[src/rtl/manchester_encoder_if.sv]
// Word handshake between the LED command framer (master) and the
// Manchester encoder (slave).
interface manchester_encoder_if #(
    parameter int DATA_W = 8
) ();
    logic [DATA_W-1:0] tx_data;
    logic              tx_valid;
    logic              tx_ready;

    modport master (
        output tx_data,
        output tx_valid,
        input  tx_ready
    );

    modport slave (
        input  tx_data,
        input  tx_valid,
        output tx_ready
    );
endinterface

[src/rtl/manchester_encoder.sv]
// Manchester line encoder: takes parallel words over a valid/ready handshake
// and serialises each one MSB-first behind an alternating 1,0,1,0 preamble
// so the far-end decoder can lock its recovered clock.
//
// state    | meaning
// ---------+-----------------------------------------------------------
// S_IDLE   | line parked at IDLE_LEVEL, ready for a word
// S_PRE    | sending preamble bits 1,0,1,0,...
// S_DATA   | sending payload bits MSB-first from the shift register
module manchester_encoder #(
    parameter int HALF_BIT_CLKS = 8,
    parameter int DATA_W        = 8,
    parameter int PRE_BITS      = 4,
    parameter int IEEE_POL      = 1,
    parameter int IDLE_LEVEL    = 0
) (
    input  logic                 clk,
    input  logic                 rst,
    manchester_encoder_if.slave  tx_if,
    output logic                 man_out,
    output logic                 bal_clk,
    output logic                 busy,
    output logic                 frame_done
);

    localparam logic [1:0] S_IDLE = 2'd0;
    localparam logic [1:0] S_PRE  = 2'd1;
    localparam logic [1:0] S_DATA = 2'd2;

    // A frame without preamble starts directly in the data phase.
    localparam logic [1:0] S_START = (PRE_BITS > 0) ? S_PRE : S_DATA;

    localparam int MAX_BITS = (PRE_BITS > DATA_W) ? PRE_BITS : DATA_W;
    localparam int BIT_W    = (MAX_BITS > 1) ? $clog2(MAX_BITS) : 1;
    localparam int HB_W     = $clog2(HALF_BIT_CLKS);

    localparam logic [HB_W-1:0]  HB_LAST   = HB_W'(HALF_BIT_CLKS - 1);
    localparam logic [BIT_W-1:0] PRE_LAST  = BIT_W'((PRE_BITS > 0) ? PRE_BITS - 1 : 0);
    localparam logic [BIT_W-1:0] DATA_LAST = BIT_W'(DATA_W - 1);

    localparam logic IDLE_LVL = (IDLE_LEVEL != 0);
    // G.E. Thomas polarity is the IEEE waveform inverted.
    localparam logic POL_INV  = (IEEE_POL == 0);

    logic [1:0]        state_q,   state_d;
    logic [HB_W-1:0]   hb_cnt_q,  hb_cnt_d;
    logic              half_q,    half_d;
    logic [BIT_W-1:0]  bit_cnt_q, bit_cnt_d;
    logic [DATA_W-1:0] shift_q,   shift_d;
    logic              man_out_q, man_out_d;
    logic              bal_clk_q, bal_clk_d;

    logic hb_end;
    logic bit_end;
    logic last_clk;
    logic accept;
    logic tx_ready_int;
    logic cur_bit_d;

    // Boundary detection on the current counter values.
    always_comb begin
        hb_end       = (hb_cnt_q == HB_LAST);
        bit_end      = hb_end && half_q;
        last_clk     = (state_q == S_DATA) && bit_end && (bit_cnt_q == DATA_LAST);
        // Ready on the final clk of a frame lets the next word follow with no gap.
        tx_ready_int = (state_q == S_IDLE) || last_clk;
        accept       = tx_if.tx_valid && tx_ready_int;
    end

    // Next-state, counter and shift-register update; an accept overrides all.
    always_comb begin
        state_d   = state_q;
        hb_cnt_d  = hb_cnt_q;
        half_d    = half_q;
        bit_cnt_d = bit_cnt_q;
        shift_d   = shift_q;

        if (state_q != S_IDLE) begin
            if (hb_end) begin
                hb_cnt_d = '0;
                half_d   = ~half_q;
            end else begin
                hb_cnt_d = hb_cnt_q + HB_W'(1);
            end

            if (bit_end) begin
                case (state_q)
                    S_PRE: begin
                        if (bit_cnt_q == PRE_LAST) begin
                            state_d   = S_DATA;
                            bit_cnt_d = '0;
                        end else begin
                            bit_cnt_d = bit_cnt_q + BIT_W'(1);
                        end
                    end
                    S_DATA: begin
                        shift_d = shift_q << 1;
                        if (bit_cnt_q == DATA_LAST) begin
                            state_d   = S_IDLE;
                            bit_cnt_d = '0;
                        end else begin
                            bit_cnt_d = bit_cnt_q + BIT_W'(1);
                        end
                    end
                    default: begin
                        state_d   = S_IDLE;
                        bit_cnt_d = '0;
                    end
                endcase
            end
        end

        if (accept) begin
            state_d   = S_START;
            hb_cnt_d  = '0;
            half_d    = 1'b0;
            bit_cnt_d = '0;
            shift_d   = tx_if.tx_data;
        end
    end

    // Line level for the next cycle, so man_out is a clean register output.
    always_comb begin
        cur_bit_d = (state_d == S_PRE) ? ~bit_cnt_d[0] : shift_d[DATA_W-1];
        if (state_d == S_IDLE) begin
            man_out_d = IDLE_LVL;
            bal_clk_d = 1'b0;
        end else begin
            // IEEE: first half carries ~bit, second half carries bit.
            man_out_d = cur_bit_d ^ ~half_d ^ POL_INV;
            bal_clk_d = ~half_d;
        end
    end

    // State and output registers; reset drops any frame in flight.
    always_ff @(posedge clk or negedge rst) begin
        if (!rst) begin
            state_q   <= S_IDLE;
            hb_cnt_q  <= '0;
            half_q    <= 1'b0;
            bit_cnt_q <= '0;
            shift_q   <= '0;
            man_out_q <= IDLE_LVL;
            bal_clk_q <= 1'b0;
        end else begin
            state_q   <= state_d;
            hb_cnt_q  <= hb_cnt_d;
            half_q    <= half_d;
            bit_cnt_q <= bit_cnt_d;
            shift_q   <= shift_d;
            man_out_q <= man_out_d;
            bal_clk_q <= bal_clk_d;
        end
    end

    assign tx_if.tx_ready = tx_ready_int;
    assign man_out        = man_out_q;
    assign bal_clk        = bal_clk_q;
    assign busy           = (state_q != S_IDLE);
    assign frame_done     = last_clk;

endmodule
[src/flat_wrapper.sv]
// flat-port wrapper written by rule: the top's interface ports become plain ports
module manchester_encoder_flat 
#(
    parameter int HALF_BIT_CLKS = 8,
    parameter int DATA_W        = 8,
    parameter int PRE_BITS      = 4,
    parameter int IEEE_POL      = 1,
    parameter int IDLE_LEVEL    = 0
)
  (clk, rst, man_out, bal_clk, busy, frame_done, tx_if_tx_data, tx_if_tx_valid, tx_if_tx_ready);
  manchester_encoder_if #(.DATA_W(DATA_W)) tx_if_i ();
  input  logic clk;
  input  logic rst;
  output logic man_out;
  output logic bal_clk;
  output logic busy;
  output logic frame_done;
  input wire logic [$bits(tx_if_i.tx_data)-1:0] tx_if_tx_data;
  input wire logic [$bits(tx_if_i.tx_valid)-1:0] tx_if_tx_valid;
  output wire logic [$bits(tx_if_i.tx_ready)-1:0] tx_if_tx_ready;
  assign tx_if_i.tx_data = tx_if_tx_data;
  assign tx_if_i.tx_valid = tx_if_tx_valid;
  assign tx_if_tx_ready = tx_if_i.tx_ready;
  manchester_encoder #(.HALF_BIT_CLKS(HALF_BIT_CLKS), .DATA_W(DATA_W), .PRE_BITS(PRE_BITS), .IEEE_POL(IEEE_POL), .IDLE_LEVEL(IDLE_LEVEL)) u_core (.clk(clk), .rst(rst), .tx_if(tx_if_i), .man_out(man_out), .bal_clk(bal_clk), .busy(busy), .frame_done(frame_done));
endmodule
[config.mk]
export PLATFORM = sky130hd
export DESIGN_NAME = manchester_encoder_flat
export DESIGN_NICKNAME = d
export VERILOG_FILES = /design/src/rtl/manchester_encoder_if.sv /design/src/rtl/manchester_encoder.sv /design/src/flat_wrapper.sv
export SDC_FILE = /design/constraint.sdc
export NUM_CORES = 1
export LEC_CHECK = 0
export BUFFER_PORTS_ARGS = -buffer_cell sky130_fd_sc_hd__buf_2
export CAP_MARGIN = 25
export CORE_MARGIN = 4
export CORE_UTILIZATION = 45
export DETAILED_ROUTE_END_ITERATION = 7
export GPL_TIMING_DRIVEN = 1
export PLACE_DENSITY = 0.65
export SYNTH_ARGS = -nofsm -noshare
export SYNTH_HDL_FRONTEND = slang
export SYNTH_SLANG_ARGS = --single-unit
[constraint.sdc]
create_clock -name clk -period 4.43 [get_ports clk]
set_input_delay 0.2215 -clock clk [delete_from_list [all_inputs] [get_ports clk]]
set_output_delay 0.2215 -clock clk [all_outputs]
set_load 0.01 [all_outputs]
Word-level counts from Yosys, hierarchy flattened
Cells that the tools add are included.
Widths: inputs -> output; s select.

word-level totals
  register bits = 19
  bits of input ports = 11
  output and inout bits = 5

cells by class
  add/sub/neg operators = 2
  equality and inequality tests = 6
  mux-type cells = 25
  bitwise operators = 4
  reduce and logical (&&, ||, !) cells = 13

operators with widths
  kind                 count
  $mux 8               4
  $mux 3               8
  $mux 2               5
  $reduce_bool 2->1    4
  $add 3x1->3 const B  2
  $eq 3x3->1 const B   2
  $mux 1               6
  $pmux 3 s2           1
  $eq 2x1->1 const B   2
  $logic_and 1x1->1    4
  $logic_not 2->1      2
  $pmux 2 s2           1
  $eq 3x2->1 const B   1
  $not 1->1            3
  $reduce_and 3->1     1
  $eq 2x2->1 const B   1
  $reduce_and 2->1     1
  $logic_or 1x1->1     1
  $xor 1x1->1          1

Logic depth before layout (Yosys ltp)
Gate-level depths: netlist of run 1.

  depth after elaboration = 11
  gate-level depth with buffers = 9

Worst setup path before layout of run 1
OpenSTA, ideal clock, no wires.

  path kind = register to register
  start = register u_core.hb_cnt_q[0]
  end = register u_core.shift_q[1]
  library setup time = 0.127 ns
  arrival = 1.933 ns
  data required time = 4.303 ns
  slack = 2.370 ns
  stages on the path, launching flop included = 10
  path buffers = 2
  cells stage by stage = dfrtp_1 > ha_1 > ha_1 > ha_1 > and3_1 > buf_6 > o21a_4 > buf_6 > a222oi_1 > inv_1

between the ends
  longest elaborated chain between the ends = 8

RTL lines
  element                              line                       source
  start, declared                      manchester_encoder.sv:46   logic [HB_W-1:0] hb_cnt_q, hb_cnt_d;
  start signal, assigned               manchester_encoder.sv:147  hb_cnt_q <= hb_cnt_d;
  $eq 3x3->1 (*)                       manchester_encoder.sv:62   hb_end = (hb_cnt_q == HB_LAST);
  $logic_and 1x1->1 (*)                manchester_encoder.sv:63   bit_end = hb_end && half_q;
  $logic_and 1x1->1 (*) (2 in series)  manchester_encoder.sv:64   last_clk = (state_q == S_DATA) && bit_end && (bit_cnt_q == DATA_LAST);
  named net frame_done                 flat_wrapper.sv:17         output logic frame_done;
  $logic_or 1x1->1 (*)                 manchester_encoder.sv:66   tx_ready_int = (state_q == S_IDLE) || last_clk;
  $logic_and 1x1->1 (*)                manchester_encoder.sv:67   accept = tx_if.tx_valid && tx_ready_int;
  $reduce_bool 2->1 (no line)          -
  $reduce_and 3->1 (no line)           -
  end signal, assigned                 manchester_encoder.sv:150  shift_q <= shift_d;
  end, declared                        manchester_encoder.sv:49   logic [DATA_W-1:0] shift_q, shift_d;

The timed path passes the listed nets; every way through them passes the cells marked *.
A chain may end at the register's enable or synchronous reset.

Worst setup path in the final report of run 1
  start = register u_core.hb_cnt_q[0]
  end = output port tx_if_tx_ready

between the ends
  longest elaborated chain between the ends = 5

RTL lines
  element                          line                      source
  $eq 3x3->1                       manchester_encoder.sv:62
  $logic_and 1x1->1                manchester_encoder.sv:63
  $logic_and 1x1->1 (2 in series)  manchester_encoder.sv:64
  $logic_or 1x1->1                 manchester_encoder.sv:66
  end, declared                    flat_wrapper.sv:20        output wire logic [$bits(tx_if_i.tx_ready)-1:0] tx_if_tx_ready;

No other way between the ends.

==> flow_metrics.env, run 1 <==
export IMPL_drv_slew=0
export IMPL_fin_area_um2=1190
export IMPL_numCtsBuffers=3
export IMPL_rsz0062_at_grt="no"
export IMPL_die_area_um2=3230
export IMPL_synth_fp_nets=126
export IMPL_start_util=0.480
export IMPL_yosysSeqAreaShare=0.443
export IMPL_r2r_end="u_core.man_out"
export IMPL_finalPower_mw=0.684
export IMPL_placed_cells=145
export IMPL_hp_class="in2reg"
export IMPL_dp_hpwl_um=1540
export IMPL_synth_top_area_cell="dfrtp_1"
export IMPL_multi_input_area_um2=520
export IMPL_antenna_cells=0
export IMPL_finalNetCount=144
export IMPL_startpoint_type="register"
export IMPL_synth_top_area_share=0.443
export IMPL_fp_dieW_um=56.8
export IMPL_synth_seq_cells=19
export IMPL_reg2regPathDepth=8
export IMPL_synth_area_top_cells="dfrtp_1 (44%), ha_1 (12%), a222oi_1 (5.6%)"
export IMPL_drt_vias_per_instance=5.58
export IMPL_min_from="tx_if_tx_data[3]"
export IMPL_peakVddDrop_mv=0.315
export IMPL_cts_sinks=19
export IMPL_cts_max_level=1
export IMPL_core_area_um2=2230
export IMPL_clock_path_buffers=2
export IMPL_r2r_start="u_core.hb_cnt_q[0]"
export IMPL_grt_pass1_vias=817
export IMPL_rows=17
export IMPL_regArea_um2=475
export IMPL_synth_compound_area_frac=0.208
export IMPL_synth_edf_count=0
export IMPL_powerDensity_nw_per_um2=574
export IMPL_drtPass1Iterations=5
export IMPL_yosys_top_cells_count="dfrtp_1 (19), inv_1 (13), ha_1 (10), nor2_1 (10), nand2_1 (7)"
export IMPL_finalSetupTns_ns=0
export IMPL_ios=16
export IMPL_layout_cells_non_filler=150
export IMPL_die_height_um=56.8
export IMPL_reg2reg_setup_slack_ns=2.18
export IMPL_crit_required_ns=4.21
export IMPL_yosysWarnings=0
export IMPL_maxSlewHeadroom=0.637
export IMPL_finalCritPeriodShare=0.507
export IMPL_hold_violations=0
export IMPL_yosysMostFrequentCell="dfrtp_1"
export IMPL_fillers=219
export IMPL_track_usage=0.140
export IMPL_drc_errors=0
export IMPL_clkTransAtPathRegs_ns=0.11
export IMPL_area_growth_pct=11.2
export IMPL_holdPathEnd="u_core.shift_q[3]"
export IMPL_ant_nets=0
export IMPL_async_reset_ff_frac=1.00
export IMPL_status="finished clean"
export IMPL_synth_area_per_cell_um2=10.2
export IMPL_holdPathStages=3
export IMPL_dp_worst_setup_slack_ns=2.22
export IMPL_cts_tree="done"
export IMPL_clk_latency_ns=0.30
export IMPL_post_cts_setup_buffers=0
export IMPL_drt_iter0_drc=48
export IMPL_setup_viol=0
export IMPL_fin_ws_ns=2.18
export IMPL_wl_per_cell_um=13.5
export IMPL_overflow=0
export IMPL_timing_fmax_mhz=445
export IMPL_muxShareOfSynthArea=0.0187
export IMPL_cap_viol_max_count=0
export IMPL_placed_area_um2=1150
export IMPL_ys_types=32
export IMPL_synth_fa_ha_area_frac=0.117
export IMPL_fin_crit_ns=2.25
export IMPL_critPathLaunch="u_core.hb_cnt_q[0]"
export IMPL_synthCells=105
export IMPL_wl_um=2030
export IMPL_cellLeakagePower_nw=0.609
export IMPL_grt_max_degree=20
export IMPL_grt_pass1_wl_um=3660
export IMPL_synthXorXnorAreaFrac=0
export IMPL_cts_root_buffer="clkbuf_4"
export IMPL_num_vias=837
export IMPL_syn_area_um2=1070
export IMPL_synth_simple_area_share=0.142
export IMPL_gp_congestion=0.847
export IMPL_synthFlopType="dfrtp_1"
export IMPL_drive_gt1_frac=0.180
export IMPL_cp_end_kind="primary output"
export IMPL_numPortBuffers=15
export IMPL_worst_ep_arrival_time_ns=2.03
export IMPL_grt_antenna_before_repair=0
export IMPL_path_max_fanout=6
export IMPL_tightest_slew_ns=0.543
export IMPL_path_class="reg2out"
export IMPL_skew_ns=0.00842
export IMPL_synth_top_family_by_area="compound AO/OA/AOI/OAI gates"
area by class of cell:
type,count,share of cell area
multi-input combinational,70,0.437
sequential,19,0.399
timing repair buffer,16,0.0714
inverter,13,0.0409
tap,28,0.0294
clock buffer,3,0.0189
clock inverter,1,0.00420
metal layers:
metal,track usage,wire [um],up-vias
li1,-,-,411
met1,0.195,994,406
met2,0.213,927,16
met3,0.0253,83,4
met4,0.0596,24,0
met5,0,0,-
kinds of logic (layout without fill, tap and decap cells):
kind of cell	after synthesis	in the layout
fa+ha+maj	10	10
buf+inv	16	33
simple gates	31	31
compound gates	27	27
flops	19	19
mux	2	2
stage by stage:
stage / hold WS (ns) / utilization
detailed placement: 0.193 / 0.517
CTS: 0.146 / 0.534
global placement: 0.184 / 0.517
floorplan: -0.0741 / -
global route: 0.142 / 0.534
finish: 0.157 / 0.534
cell usage in the layout, fill, tap and decap left out, types with 2 or more instances in the layout:
| master | Yosys | final |
|---|---|---|
| and2_1 | 2 | 2 |
| o211ai_1 | 2 | 2 |
| nand3_1 | 3 | 3 |
| a222oi_1 | 6 | 6 |
| nand3b_1 | 2 | 2 |
| mux2i_1 | 2 | 2 |
| nand2_1 | 7 | 7 |
| a21oi_1 | 5 | 5 |
| inv_1 | 13 | 13 |
| clkbuf_4 | 0 | 3 |
| buf_2 | 1 | 15 |
| nor2_1 | 10 | 10 |
| a32o_1 | 2 | 2 |
| nor2b_1 | 3 | 3 |
| dfrtp_1 | 19 | 19 |
| ha_1 | 10 | 10 |
worst max path at each step:
stage	cells past startpoint	to	slack, ns
global placement	8	u_core.man_out	2.28
detailed placement	8	u_core.man_out	2.22
CTS	6	tx_if_tx_ready	2.18
global route	8	u_core.man_out	2.01
finish	6	tx_if_tx_ready	2.18
floorplan	9	u_core.shift_q[1]	2.37
sequential cells by signal, indices dropped and copies added, names as in the netlist:
name,cells
u_core.bit_cnt_q,3
u_core.shift_q,8
u_core.bal_clk,1
u_core.half_q,1
u_core.state_q,2
u_core.hb_cnt_q,3
u_core.man_out,1
report_power, final:
group | internal [mW] | switching, mW | total (mW)
Combinational | 0.139 | 0.162 | 0.302
Clock | 0.0336 | 0.0543 | 0.0878
Sequential | 0.249 | 0.0454 | 0.295
Total | 0.422 | 0.262 | 0.684
repair_timing:
item,4_1_cts,5_1_grt
setup endpoints to repair,0,0
hold buffers,1,0
resized for setup,0,0
hold endpoints to repair,19,0
worst max-delay path, stage by stage, from the launching register on:
cell	delay, ns
dfrtp_1	0.42
ha_1	0.21
ha_1	0.21
ha_1	0.22
and3_1	0.22
or2_2	0.30
buf_2	0.14
Note: power is estimated with default switching activity, not from simulation.
==> inputs of run 2 (changes only) <==
Settings changed: PLACE_DENSITY 0.65 to 0.68.
Clock period 4.43 ns to 1.8 ns, I/O delays scaled along.
==> flow_metrics.env, run 2 (synthesis results as in run 1) <==
export IMPL_cp_end_kind="register"
export IMPL_grt_antenna_before_repair=0
export IMPL_grt_pass1_vias=905
export IMPL_fillers=177
export IMPL_track_usage=0.164
export IMPL_finalSetupTns_ns=-1.37
export IMPL_finalCritPeriodShare=1.10
export IMPL_core_area_um2=2230
export IMPL_drtPass1Iterations=6
export IMPL_top_register="u_core.shift_q"
export IMPL_top_regs="u_core.shift_q (8), u_core.bit_cnt_q (3), u_core.hb_cnt_q (3)"
export IMPL_drt_iter0_drc=31
export IMPL_setup_viol=12
export IMPL_fp_dieW_um=56.8
export IMPL_finalNetCount=167
export IMPL_overflow=0
export IMPL_cpPeakStageDelay_ns=0.37
export IMPL_drive_gt1_frac=0.414
export IMPL_drc_errors=0
export IMPL_grt_pass1_wl_um=3980
export IMPL_largest_register_ffs=8
export IMPL_worst_ep_arrival_time_ns=2.17
export IMPL_drt_vias_per_instance=5.51
export IMPL_start_util=0.480
export IMPL_rsz0062_at_grt="yes"
export IMPL_final_cell_mix="dfrtp_1 (19), buf_4 (18), inv_1 (13), buf_2 (13), nor2_1 (8)"
export IMPL_ios=16
export IMPL_skew_ns=0.00784
export IMPL_clk_latency_ns=0.30
export IMPL_path_max_fanout=4
export IMPL_crit_slowest_cell="dfrtp_1"
export IMPL_dp_hpwl_um=1720
export IMPL_clkTransAtPathRegs_ns=0.11
export IMPL_powerDensity_nw_per_um2=1430
export IMPL_wl_um=2560
export IMPL_wl_per_cell_um=14.8
export IMPL_status="finished, violations left"
export IMPL_grt_max_degree=20
export IMPL_die_height_um=56.8
export IMPL_ant_nets=0
export IMPL_fin_ws_ns=-0.187
export IMPL_fin_crit_ns=1.99
export IMPL_mostFrequentLayoutCell="dfrtp_1"
export IMPL_antenna_cells=0
export IMPL_gp_congestion=0.801
export IMPL_cts_sinks=19
export IMPL_tightest_slew_ns=0.389
export IMPL_drv_slew=0
export IMPL_hp_class="in2reg"
export IMPL_violations="negative setup slack"
export IMPL_cts_root_buffer="clkbuf_4"
export IMPL_startpoint_type="register"
export IMPL_numPortBuffers=15
export IMPL_area_growth_pct=40.5
export IMPL_cellLeakagePower_nw=0.719
export IMPL_cap_viol_max_count=0
export IMPL_dp_worst_setup_slack_ns=-0.135
export IMPL_cp_cell_sequence="ha_2 > ha_4 > ha_4 > nand2b_1 > o311a_1 > and2_4 > a311oi_4 > a211oi_2"
export IMPL_num_vias=953
export IMPL_cp_num_buf_inv=0
export IMPL_maxSlewHeadroom=0.733
export IMPL_clock_path_buffers=2
export IMPL_die_area_um2=3230
export IMPL_peakVddDrop_mv=1.05
export IMPL_cts_max_level=1
export IMPL_rows=17
export IMPL_cts_tree="done"
export IMPL_crit_path_frequent_cell="ha_4"
export IMPL_fin_util=0.675
export IMPL_timing_fmax_mhz=503
export IMPL_crit_required_ns=1.99
export IMPL_numCtsBuffers=3
export IMPL_path_class="reg2reg"
export IMPL_hold_violations=0
export IMPL_path_delay_family="compound AO/OA/AOI/OAI gates"
==> run 2: cell types whose count changed in the layout (fill, tap and decap cells not counted), sizes merged <==
cell | before | now
buf | 15 | 38
clkbuf | 3 | 4
clkinv | 1 | 0
==> run 2: routing by layer <==
metal	share of wire	global-route usage	vias up
li1	-	-	460
met4	0.027	0.0993	0
met2	0.47	0.271	29
met1	0.45	0.196	456
met5	0	0	-
met3	0.052	0.0299	8
==> run 2: final timing paths <==
path                            slack (ns)                end  depth (start not counted)                from
worst max-delay path                 -0.19     u_core.man_out                          8  u_core.hb_cnt_q[0]
min in group asynchronous             0.23  u_core.state_q[0]                          2                 rst
worst min-delay path                  0.03  u_core.shift_q[4]                          3    tx_if_tx_data[4]
worst max register to register       -0.19     u_core.man_out                          8  u_core.hb_cnt_q[0]
max in group asynchronous             1.26  u_core.shift_q[6]                          2                 rst
worst min register to register        0.50  u_core.shift_q[2]                          2   u_core.shift_q[2]
==> run 2: worst register-to-register path, stage by stage (launching register included) <==
cell and delay, ns:
dfrtp_1 0.37, ha_2 0.21, ha_4 0.16, ha_4 0.14, nand2b_1 0.08, o311a_1 0.34, and2_4 0.19, a311oi_4 0.32
a211oi_2 0.07
==> run 2: what timing repair did <==
item	4_1_cts	5_1_grt
hold buffers	1	0
setup endpoints to repair	10	12
gates resized for setup	9	17
hold endpoints to repair	19	0
setup buffers	3	9
pin swaps	8	4
==> run 2: cell type report <==
cell class | instances | area, um^2 | share of cell area
Multi-Input combinational cell | 70 | 632 | 0.419
Sequential cell | 19 | 475 | 0.316
Timing Repair Buffer | 39 | 289 | 0.192
Inverter | 13 | 48.8 | 0.0324
Tap cell | 28 | 35.0 | 0.0233
Clock buffer | 4 | 26.3 | 0.0174
==> run 2: through the flow <==
step	cell area (um^2)	std cells	hold slack, ns	power (mW)
2_1_floorplan	1100	105	-0.206	1.33
3_3_place_gp	1280	157	0.0552	1.60
3_5_place_dp	1280	157	0.0584	1.65
4_1_cts	1370	165	0.0127	1.98
5_1_grt	1510	173	0.00809	2.35
6_report	1510	173	0.0285	2.16
==> run 2: power by group <==
part           switching [mW]  internal [mW]  leakage (nW)  total [mW]
Clock                   0.132         0.0865        0.0150       0.218
Combinational           0.583          0.629         0.472        1.21
Sequential              0.115          0.614         0.232       0.729
